## src/rtl/uart_sim_monitor_pkg.sv

```systemverilog
// ============================================================================
// Module      : uart_sim_monitor_pkg
// Description : Shared types, verdict words and baud helper for the UART
//               simulation monitor.
// Revision    : 1.0 - initial release
// ============================================================================
`default_nettype none

package uart_sim_monitor_pkg;

  typedef enum logic [2:0] {
    IDLE      = 3'd0,
    START     = 3'd1,
    DATA      = 3'd2,
    STOP      = 3'd3,
    WAIT_IDLE = 3'd4
  } rx_state_e;

  localparam logic [31:0] PassWord = 32'h5041_5353;
  localparam logic [31:0] FailWord = 32'h4641_494C;

  function automatic int unsigned clks_per_bit(input int unsigned sys_clk_freq,
                                               input int unsigned baud_rate);
    return (sys_clk_freq + baud_rate / 2) / baud_rate;
  endfunction

endpackage

`default_nettype wire

```

## src/rtl/uart_sim_monitor_rx.sv

```systemverilog
// ============================================================================
// Module      : uart_sim_monitor_rx
// Description : 8N1 receiver: line synchroniser, framing FSM, bit timer and
//               LSB-first shift register with registered byte/valid/error.
// Revision    : 1.0 - initial release
// ============================================================================
`default_nettype none

module uart_sim_monitor_rx
  import uart_sim_monitor_pkg::*;
#(
  parameter int unsigned ClksPerBit = 33
) (
  input  logic       clk_i,
  input  logic       rst_ni,
  input  logic       active_i,
  input  logic       rx_i,
  output logic [7:0] rx_byte_o,
  output logic       rx_valid_o,
  output logic       frame_err_o
);

  // ClksPerBit must be at least 2 so the half-bit delay is non-zero.
  localparam int unsigned    c_cnt_w    = (ClksPerBit > 1) ? $clog2(ClksPerBit) : 1;
  localparam logic [c_cnt_w-1:0] c_bit_last  = c_cnt_w'(ClksPerBit - 1);
  localparam logic [c_cnt_w-1:0] c_half_last = c_cnt_w'(ClksPerBit / 2 - 1);

  logic [1:0]         r_sync;
  logic               w_rx_s;
  rx_state_e          r_state;
  logic [c_cnt_w-1:0] r_cnt;
  logic [2:0]         r_idx;
  logic [7:0]         r_shift;
  logic [7:0]         r_byte;
  logic               r_valid;
  logic               r_ferr;

  assign w_rx_s      = r_sync[1];
  assign rx_byte_o   = r_byte;
  assign rx_valid_o  = r_valid;
  assign frame_err_o = r_ferr;

  always_ff @(posedge clk_i or negedge rst_ni) begin
    if (!rst_ni) begin
      r_sync  <= 2'b11;
      r_state <= IDLE;
      r_cnt   <= '0;
      r_idx   <= '0;
      r_shift <= '0;
      r_byte  <= '0;
      r_valid <= 1'b0;
      r_ferr  <= 1'b0;
    end else begin
      r_sync  <= {r_sync[0], rx_i};
      r_valid <= 1'b0;
      r_ferr  <= 1'b0;
      if (!active_i) begin
        r_state <= IDLE;
      end else begin
        unique case (r_state)
          IDLE: begin
            if (!w_rx_s) begin
              r_state <= START;
              r_cnt   <= c_half_last;
            end
          end
          START: begin
            if (r_cnt == '0) begin
              if (w_rx_s) begin
                r_state <= IDLE;
              end else begin
                r_state <= DATA;
                r_idx   <= '0;
                r_cnt   <= c_bit_last;
              end
            end else begin
              r_cnt <= r_cnt - 1'b1;
            end
          end
          DATA: begin
            if (r_cnt == '0) begin
              r_shift <= {w_rx_s, r_shift[7:1]};
              r_idx   <= r_idx + 1'b1;
              r_cnt   <= c_bit_last;
              if (r_idx == 3'd7) r_state <= STOP;
            end else begin
              r_cnt <= r_cnt - 1'b1;
            end
          end
          STOP: begin
            if (r_cnt == '0) begin
              if (w_rx_s) begin
                r_byte  <= r_shift;
                r_valid <= 1'b1;
                r_state <= IDLE;
              end else begin
                r_ferr  <= 1'b1;
                r_state <= WAIT_IDLE;
              end
            end else begin
              r_cnt <= r_cnt - 1'b1;
            end
          end
          // A held-low line (break) must release before a new start is hunted.
          WAIT_IDLE: begin
            if (w_rx_s) r_state <= IDLE;
          end
          default: r_state <= IDLE;
        endcase
      end
    end
  end

endmodule

`default_nettype wire

```

## src/rtl/uart_sim_monitor.sv

```systemverilog
// ============================================================================
// Module      : uart_sim_monitor
// Description : UART tx-line monitor: decodes bytes, detects "PASS"/"FAIL"
//               end markers and a silent-line timeout, exposes sticky status.
// Revision    : 1.0 - initial release
// ============================================================================
`default_nettype none

module uart_sim_monitor
  import uart_sim_monitor_pkg::*;
#(
  parameter int unsigned SysClkFreq    = 30_000_000,
  parameter int unsigned BaudRate      = 921_600,
  parameter int unsigned ClksPerBit    = clks_per_bit(SysClkFreq, BaudRate),
  parameter int unsigned TimeoutCycles = 0
) (
  input  logic        clk_i,
  input  logic        rst_ni,
  input  logic        active_i,
  input  logic        clear_i,
  input  logic        rx_i,
  output logic [7:0]  rx_byte_o,
  output logic        rx_valid_o,
  output logic        frame_err_o,
  output logic [31:0] byte_count_o,
  output logic        pass_o,
  output logic        fail_o,
  output logic        timeout_o,
  output logic        done_o
);

  logic [31:0] r_window;
  logic [31:0] w_window_next;
  logic [31:0] r_count;
  logic [31:0] r_idle_cnt;
  logic        r_pass;
  logic        r_fail;
  logic        r_timeout;
  logic        w_timeout_hit;

  uart_sim_monitor_rx #(
    .ClksPerBit (ClksPerBit)
  ) u_rx (
    .clk_i       (clk_i),
    .rst_ni      (rst_ni),
    .active_i    (active_i),
    .rx_i        (rx_i),
    .rx_byte_o   (rx_byte_o),
    .rx_valid_o  (rx_valid_o),
    .frame_err_o (frame_err_o)
  );

  assign w_window_next = {r_window[23:0], rx_byte_o};
  assign byte_count_o  = r_count;
  assign pass_o        = r_pass;
  assign fail_o        = r_fail;
  assign timeout_o     = r_timeout;
  assign done_o        = r_pass | r_fail | r_timeout;

  generate
    if (TimeoutCycles != 0) begin : g_timeout
      localparam logic [31:0] c_timeout_last = 32'(TimeoutCycles - 1);
      assign w_timeout_hit = (r_idle_cnt == c_timeout_last);
    end else begin : g_no_timeout
      assign w_timeout_hit = 1'b0;
    end
  endgenerate

  // Verdicts compare the window as it will be after this byte, so a flag rises
  // one cycle after the rx_valid_o that completes the word.
  always_ff @(posedge clk_i or negedge rst_ni) begin
    if (!rst_ni) begin
      r_window   <= '0;
      r_count    <= '0;
      r_idle_cnt <= '0;
      r_pass     <= 1'b0;
      r_fail     <= 1'b0;
      r_timeout  <= 1'b0;
    end else if (clear_i) begin
      r_window   <= '0;
      r_count    <= '0;
      r_idle_cnt <= '0;
      r_pass     <= 1'b0;
      r_fail     <= 1'b0;
      r_timeout  <= 1'b0;
    end else if (rx_valid_o) begin
      r_window   <= w_window_next;
      r_idle_cnt <= '0;
      if (r_count != '1) r_count <= r_count + 32'd1;
      if (!done_o) begin
        if (w_window_next == PassWord)      r_pass <= 1'b1;
        else if (w_window_next == FailWord) r_fail <= 1'b1;
      end
    end else if (!done_o) begin
      r_idle_cnt <= r_idle_cnt + 32'd1;
      if (w_timeout_hit) r_timeout <= 1'b1;
    end
  end

endmodule

`default_nettype wire

```

## config.mk

```make
export PLATFORM = sky130hd
export DESIGN_NAME = uart_sim_monitor
export DESIGN_NICKNAME = d
export VERILOG_FILES = /design/src/rtl/uart_sim_monitor_pkg.sv /design/src/rtl/uart_sim_monitor_rx.sv /design/src/rtl/uart_sim_monitor.sv
export SDC_FILE = /design/constraint.sdc
export NUM_CORES = 1
export LEC_CHECK = 0
export ABC_AREA = 1
export BUFFER_PORTS_ARGS = -buffer_cell sky130_fd_sc_hd__buf_2
export CORE_ASPECT_RATIO = 2
export CORE_UTILIZATION = 40
export CTS_BUF_LIST = sky130_fd_sc_hd__clkbuf_8
export CTS_CLUSTER_DIAMETER = 30
export CTS_CLUSTER_SIZE = 10
export DETAILED_ROUTE_END_ITERATION = 8
export PLACE_DENSITY = 0.56
export SYNTH_ARGS = -nofsm -noshare
export SYNTH_HDL_FRONTEND = slang
export SYNTH_HIERARCHICAL = 1
export SYNTH_SLANG_ARGS = --single-unit
```

## constraint.sdc

```tcl
create_clock -name clk_i -period 4 [get_ports clk_i]
set_clock_uncertainty 0.15 [all_clocks]
set_input_delay 0.6 -clock clk_i [delete_from_list [all_inputs] [get_ports clk_i]]
set_output_delay 0.6 -clock clk_i [all_outputs]
set_load 0.05 [all_outputs]
```

==> out/qor.txt, run 1 <==
Status - finished clean
Total number of vias - 4226
Max Cap Viol - 0
WL/cell - 14.7 µm
Largest area contributor in the netlist - dfrtp_1
CTS Buffer Depth - 2
Io pins - 51
Post-cts resize count - 0
Slew HR - 53.3%
Post-DP Area - 5370 µm²
Row Count - 57
Mean Syn Cell Area - 7.81 µm²
Synth-to-Final Area Change - 10.5%
H-tree levels - 3
Count of buffers from port buffering - 49
ANT cells - 0
Total congestion overflow - 0
Critical path peak fanout - 45
Final Cycle Share - 57.1%
Die area - 13000 µm²
Reg2Reg Setup Slack - 1.71 ns
Worst-Margin Slew - 0.700 ns
# nets final - 701
Sink Count - 90
CTS Hold Bufs - 0
Post-synth cell types - 39
Synth Instances - 642
Total track usage - 20.8%
Setup bufs post-CTS - 0
Setup TNS - 0 ns
Starting Density - 41.1%
Reg-to-reg critical path endpoint - byte_count_o[10]
Leak pwr - 2.56 nW
Grt met2 use - 39.9%
Slew Viols, Final - 0
Die H - 160 µm
Finished Cell Area - 5540 µm²
CP Class - flip-flop to flip-flop
Largest net degree at the start of global routing - 53
Clk slew on worst S/H paths - 0.09 ns
CTS root buffer - clkbuf_8
Post-synth design cell area - 5010 µm²
Fin crit period - 2.29 ns
Syn_nets - 651
Synth top cells by count - nand2_1, dfrtp_1, inv_1
Final HPWL DP - 9580 µm
FFs w/ async S/R, synth - 100%
Placer Congestion - 0.928
RR Startpoint - byte_count_o[0]
Main area contributors after synthesis - dfrtp_1, nand2_1, inv_1
Num CTS Buffers - 9
Hold Violations, Final - 0
Worst Path Arrival - 2.40 ns
R2r worst-path depth - 10
Fillers - 1271
Vias in the first global route - 4230
Final std cells w/o fill - 844
Drt first pass iters - 4
Yosys warns - 6
Post-synthesis sequential element count - 90
RSZ-0062 raised after global routing - false
PwrDens - 312 nW/µm²
Chip width - 81.2 µm
Hold crit path type - primary input to async pin
Post-placement cell count - 828
Final setup vio count - 0
Later-pin clock latency in the skew report - 0.37 ns
Ys flop type - dfrtp_1
Initial antenna violation count - 0
CP startpoint kind - flip-flop
GRT busiest layer - met2
DR vias/cell - 5.01
Core Area - 12200 µm²
Synth top area share - 43.9%
Max Fclk - 438 MHz
Layout cell share with drive strength beyond 1 - 18.8%
DRC viols - 0
Final ANT Viol Nets - 0
Seq/Total Area, Yosys - 45.0%
Most common cell in the netlist - nand2_1
Routed wire length - 12400 µm
CTS tree - built
Initial DRC count - 172
First-pass GRT wire length - 20200 µm
GRT met1 Usage - 20.2%
Post-synth EDFFs - 0
Worst path required time - 4.11 ns
Setup crit end kind - flip-flop
Worst vdd ir - 0.000217 V
GR Util met3 - 3.01%
Design Power - 1.73 mW
through the flow:
step / setup WS (ns) / utilization (%) / hold WS, ns
after global placement: 1.49 / 44.0 / 0.197
after floorplan: 1.82 / - / 0.154
after CTS: 1.67 / 45.4 / 0.124
final: 1.71 / 45.4 / 0.0996
after global routing: 1.48 / 45.4 / 0.133
after detailed placement: 1.45 / 44.0 / 0.199
area by class of cell:
type                            instances  area [µm²]  share of cell area (%)
Clock buffer                           10         138                    2.48
Clock inverter                          6        35.0                   0.632
Inverter                               79         297                    5.35
Multi-Input combinational cell        460        2360                    42.6
Sequential cell                        90        2250                    40.7
Tap cell                              147         184                    3.32
Timing Repair Buffer                   52         270                    4.88
critical path: stages, from the launching register on:
cell,delay [ns]
dfrtp_1,0.42
ha_1,0.18
nand2_1,0.10
nor2_4,0.19
nand2_4,0.10
nor2_8,0.17
nand4_4,0.12
nand2_4,0.44
inv_1,0.15
nand2_1,0.10
nand2_1,0.05
registers in the layout (all words and copies together), names as in the netlist, 2 cells and up:
name / flops
byte_count_o: 32
r_window: 24
u_rx/r_cnt: 6
u_rx/r_idx: 3
u_rx/r_shift: 8
u_rx/r_state: 3
u_rx/r_sync: 2
u_rx/rx_byte_o: 8
metal layers:
layer	vias to the layer above	share of wire [%]	routed length [µm]
met4	0	3.4	418
met5	-	0	0
met3	26	2.6	325
met1	1990	37	4520
met2	78	57	7100
li1	2132	-	-
worst max-delay path by stage:
stage / startpoint / to / slack (ns) / depth (start not counted)
final: byte_count_o[0] / byte_count_o[10] / 1.71 / 10
after CTS: byte_count_o[0] / byte_count_o[10] / 1.67 / 10
after global placement: clear_i / byte_count_o[10] / 1.49 / 10
after global routing: byte_count_o[0] / byte_count_o[9] / 1.48 / 10
after floorplan: byte_count_o[0] / byte_count_o[27] / 1.82 / 10
after detailed placement: clear_i / byte_count_o[10] / 1.45 / 10
cell families after synthesis:
| group | share of synthesized area, % |
|---|---|
| and+or+nand+nor | 32.8 |
| other | 0.0748 |
| buffers and inverters | 7.93 |
| adders and majority gates | 0.998 |
| DFF | 45.0 |
| AOI/OAI and AO/OA | 10.6 |
| xor gates and xnor gates | 2.62 |
cell usage in the layout, fill, tap and decap left out, types with 3 or more instances in the layout:
cell / count
nand3b_1: 3
ha_1: 4
nand2_1: 192
nand4_1: 9
o21ai_2: 24
nand2_2: 12
xor2_1: 5
buf_4: 4
nor2_1: 72
inv_1: 77
clkbuf_8: 10
o21ai_0: 12
inv_2: 3
nor3_1: 8
xnor2_1: 10
o21ai_1: 15
nand3_1: 38
nor2_4: 4
buf_2: 48
nor2_2: 7
dfrtp_1: 88
or2_2: 3
o22ai_1: 18
a21oi_1: 7
clkinvlp_4: 3
report_power, final:
| group | internal [mW] | switching [mW] |
|---|---|---|
| clock | 0.238 | 0.332 |
| combinational | 0.0581 | 0.150 |
| sequential | 0.930 | 0.0205 |
| total | 1.23 | 0.503 |
No activity file was read; power rests on OpenSTA's default activity.
==> run 2, diff against run 1 <==
Settings changed: ABC_AREA 1 to 0.
Clock period 4 ns to 2.3 ns, I/O delays scaled along.
==> out/qor.txt, run 2 <==
Status - finished clean
Layout Utilization - 48.4%
CP Class - flip-flop to flip-flop
CTS Buffer Depth - 2
Post-synth EDFFs - 0
Largest register FFs - 32
H-tree levels - 3
Max Fclk - 442 MHz
ANT cells - 0
Total number of vias - 3580
Routed wire length - 10800 µm
Largest net degree at the start of global routing - 56
WL/cell - 16.9 µm
Total track usage - 19.9%
Design Power - 2.72 mW
Mean Syn Cell Area - 10.4 µm²
Count of buffers from port buffering - 49
Most frequent cells in the layout - dfrtp_1, nor2_1, buf_2
Synth top cells by count - dfrtp_1, nor2_1, a21oi_1
Synth-to-Final Area Change - 18.4%
First-pass GRT wire length - 17900 µm
Initial DRC count - 143
Clk slew on worst S/H paths - 0.08 ns
Synth top area share - 49.8%
Total congestion overflow - 0
Setup crit end kind - flip-flop
Max Cap Viol - 0
Final HPWL DP - 7780 µm
Ys flop type - dfrtp_1
PwrDens - 519 nW/µm²
Worst path required time - 2.40 ns
Syn_nets - 434
Seq/Total Area, Yosys - 51.0%
Post-synthesis sequential element count - 90
Hold Violations, Final - 0
DRC viols - 0
Leak pwr - 2.31 nW
Final ANT Viol Nets - 0
Post-synth cell types - 59
Post-synth design cell area - 4420 µm²
Placer Congestion - 0.865
Most common cell in the netlist - dfrtp_1
Hold crit path type - primary input to flip-flop
Die H - 151 µm
Synth Instances - 425
Later-pin clock latency in the skew report - 0.37 ns
RSZ-0062 raised after global routing - true
Yosys warns - 6
Commonest non-fill, non-tap cell in the layout - dfrtp_1
Main area contributors after synthesis - dfrtp_1, mux2i_1, mux2_2
Final setup vio count - 0
Largest area contributor in the netlist - dfrtp_1
Core Area - 10800 µm²
Setup WS pre-CTS - 0.0255 ns
CTS root buffer - clkbuf_8
Worst vdd ir - 0.000407 V
Fin crit period - 2.26 ns
Io pins - 51
Initial antenna violation count - 0
Die area - 11500 µm²
Starting Density - 40.9%
CTS tree - built
Worst Path Arrival - 2.36 ns
Vias in the first global route - 3605
Num CTS Buffers - 9
Layout cell share with drive strength beyond 1 - 29.5%
Sink Count - 90
CP startpoint kind - flip-flop
Row Count - 54
FFs w/ async S/R, synth - 100%
Slew Viols, Final - 0
Drt first pass iters - 4
Chip width - 76.4 µm
Final Cycle Share - 98.4%
DR vias/cell - 5.58
# nets final - 506
Critical path peak fanout - 11
Final worst slack - 0.0373 ns
==> run 2: worst max-delay path, stage by stage, from the launching register on <==
cell,delay [ns]
dfrtp_1,0.40
inv_1,0.06
ha_1,0.16
or4b_4,0.56
or4_1,0.55
a21oi_1,0.18
nor3_1,0.07
==> run 2: per-layer routing <==
metal  GRT usage [%]  wire, µm  vias to the layer above
li1                -         -                     1682
met1            21.6      4130                     1798
met2            36.8      6030                       75
met3            3.58       346                       25
met4            9.33       310                        0
met5               0         0                        -
==> run 2: what timing repair did <==
item / in CTS / in global routing
resized for setup: 0 / 4
setup endpoints to repair: 0 / 27
hold buffers: 2 / 0
buffers inserted: 0 / 3
endpoints found under the hold margin: 18 / 0
==> run 2: power by group <==
| group | switching (mW) | internal (mW) | leakage (nW) |
|---|---|---|---|
| Clock | 0.593 | 0.393 | 0.0926 |
| Sequential | 0.0128 | 1.59 | 1.21 |
| Combinational | 0.0821 | 0.0400 | 1.01 |
==> run 2: path summary, 6_finish.rpt <==
path / startpoint / end / slack, ns / depth (start not counted)
max in group asynchronous: rst_ni / u_rx/r_sync[0] / 1.13 / 3
min reg2reg: u_rx/r_sync[0] / u_rx/r_sync[1] / 0.20 / 0
max reg2reg: u_rx/r_cnt[1] / u_rx/r_idx[1] / 0.04 / 6
min in group asynchronous: rst_ni / byte_count_o[27] / 0.23 / 2
min: active_i / u_rx/r_state[2] / 0.12 / 2
max: u_rx/r_cnt[1] / u_rx/r_idx[1] / 0.04 / 6
==> run 2: metrics by stage <==
step           setup TNS (ns)  instances  area [µm²]  hold slack [ns]
2_1_floorplan          -0.108        425        4460           -0.101
3_3_place_gp                0        621        5010           0.0849
3_5_place_dp                0        621        5010           0.0900
4_1_cts                     0        639        5200            0.104
5_1_grt                -0.704        642        5240            0.109
6_report                    0        642        5240            0.120
==> run 2: area by class of cell <==
type                            count  area, µm²
Fill cell                        1035       5570
Sequential cell                    90       2270
Multi-Input combinational cell    303       2060
Timing Repair Buffer               83        520
Tap cell                          140        175
Clock buffer                        9        124
Clock inverter                      7       46.3
Inverter                           10       37.5
==> run 2: cell families (layout without fill, tap and decap cells) <==
family	Yosys count	count (layout)	share of synthesized area [%]
DFF	90	90	51.0
and+or+nand+nor	165	165	20.3
muxes	42	42	9.98
buffers and inverters	32	109	3.25
xor gates and xnor gates	25	25	4.95
AOI/OAI and AO/OA	66	66	9.36
other	1	1	0.0848
adders and majority gates	4	4	1.13
==> run 3, diff against run 2 <==
Settings changed: CTS_BUF_LIST sky130_fd_sc_hd__clkbuf_8 to not set.
==> out/qor.txt, run 3 (same netlist as run 2, synthesis figures left out) <==
Drt first pass iters - 6
Reg2Reg Setup Slack - 0.04 ns
Min-Delay Endpoint - u_rx/r_state[2]
Slew Viols, Final - 0
Row Count - 54
Sink Count - 90
Final ANT Viol Nets - 0
Worst hold path startpoint - active_i
First-pass GRT wire length - 17900 µm
Starting Density - 40.9%
Net Sw Power - 714 µW
Int Pwr - 2.38 mW
RR Startpoint - u_rx/r_cnt[1]
R2r worst-path depth - 6
Reg-to-reg critical path endpoint - u_rx/r_idx[1]
Total track usage - 20.0%
Num CTS Buffers - 9
Hold path depth - 2
Chip width - 76.4 µm
Finished Cell Area - 5320 µm²
Largest net degree at the start of global routing - 56
CTS tree - built
Die area - 11500 µm²
Post-DP Area - 5010 µm²
Worst vdd ir - 0.000423 V
Final setup vio count - 0
Layout cell share with drive strength beyond 1 - 29.1%
Initial antenna violation count - 0
Max Fclk - 443 MHz
Hold crit path type - primary input to flip-flop
CTS Buffer Depth - 2
H-tree levels - 3
Initial DRC count - 148
Hold Violations, Final - 0
DR vias/cell - 5.61
Core Area - 10800 µm²
CP Class - flip-flop to flip-flop
Vias in the first global route - 3601
DRC viols - 0
Post-placement cell count - 621
Io pins - 51
Reg power frac - 52.0%
Critical path peak fanout - 11
CP startpoint kind - flip-flop
Commonest non-fill, non-tap cell in the layout - dfrtp_1
WHS - 0.151 ns
Total number of vias - 3584
ANT cells - 0
Routed wire length - 10800 µm
Clock share of power - 44.0%
Comb power frac - 3.9%
Worst path required time - 2.37 ns
PwrDens - 582 nW/µm²
Die H - 151 µm
Setup crit end kind - flip-flop
Synth-to-Final Area Change - 20.1%
Final HPWL DP - 7780 µm
Most frequent cells in the layout - dfrtp_1, nor2_1, buf_2
Switch share - 23.1%
Later-pin clock latency in the skew report - 0.34 ns
Total congestion overflow - 0
Placer Congestion - 0.865
RSZ-0062 raised after global routing - true
Clk slew on worst S/H paths - 0.06 ns
Leak pwr - 2.33 nW
Final std cells w/o fill - 639
Largest register FFs - 32
Status - finished clean
# nets final - 503
Max Cap Viol - 0
Setup bufs post-CTS - 0
WL/cell - 16.8 µm
CTS root buffer - clkbuf_16
Worst Path Arrival - 2.33 ns
Final Cycle Share - 98.2%
Fin crit period - 2.26 ns
Count of buffers from port buffering - 49
==> run 3: cell count changes in the layout (fill, tap and decap cells not counted) <==
| cell | change |
|---|---|
| clkbuf_8 | -9 |
| clkbuf_1 | +2 |
| inv_1 | -2 |
| clkbuf_16 | +9 |
| buf_4 | -3 |
==> run 3: timing repair <==
action                                  CTS  global route
endpoints found under the hold margin    18             0
gates resized for setup                   0             4
endpoints found under the setup margin    0            26
hold buffers                              2             0
==> run 3: area by class of cell <==
| type | count | area (µm²) |
|---|---|---|
| well taps | 140 | 175 |
| clock buffers | 11 | 233 |
| fillers | 1028 | 5500 |
| inverters | 10 | 37.5 |
| flip-flops and latches | 90 | 2270 |
| repair buffers | 80 | 498 |
| multi-input cells | 303 | 2060 |
| clock inverters | 5 | 38.8 |
==> run 3: how the worst max path moves through the flow <==
stage | start | to | slack (ns) | cells past startpoint
2_1_floorplan | byte_count_o[6] | byte_count_o[29] | -0.11 | 6
3_3_place_gp | u_rx/r_cnt[1] | u_rx/r_cnt[1] | 0.04 | 6
3_5_place_dp | u_rx/r_cnt[1] | u_rx/r_cnt[1] | 0.03 | 6
4_1_cts | u_rx/r_cnt[1] | u_rx/r_cnt[1] | 0.009 | 6
5_1_grt | u_rx/r_cnt[1] | u_rx/r_cnt[1] | -0.06 | 6
6_report | u_rx/r_cnt[1] | u_rx/r_idx[1] | 0.04 | 6
==> run 3: critical path, stage by stage (launching register included) <==
cell	delay, ns
dfrtp_1	0.40
inv_1	0.06
ha_1	0.16
or4b_4	0.56
or4_1	0.55
a21oi_1	0.18
nor3_1	0.07
==> run 3: through the flow <==
stage / setup WS [ns] / utilization [%] / power, mW / setup TNS, ns
2_1_floorplan: -0.108 / - / 1.69 / -0.108
3_3_place_gp: 0.0427 / 46.3 / 1.76 / 0
3_5_place_dp: 0.0255 / 46.3 / 1.76 / 0
4_1_cts: 0.00879 / 49.0 / 3.14 / 0
5_1_grt: -0.0628 / 49.2 / 3.22 / -0.669
6_report: 0.0410 / 49.2 / 3.09 / 0
==> run 3: power groups by stage <==
stage	logic (mW)	clock network [mW]	registers (mW)
after floorplan	0.0604	0	1.63
after global placement	0.119	0	1.64
after detailed placement	0.121	0	1.64
after CTS	0.124	1.41	1.61
after global routing	0.140	1.48	1.61
final	0.122	1.36	1.61
==> run 3: layer usage <==
layer / GRT usage, % / routed length (µm)
met1: 21.2 / 4090
met2: 37.2 / 6050
met3: 3.58 / 319
met4: 10.2 / 308
met5: 0 / 0
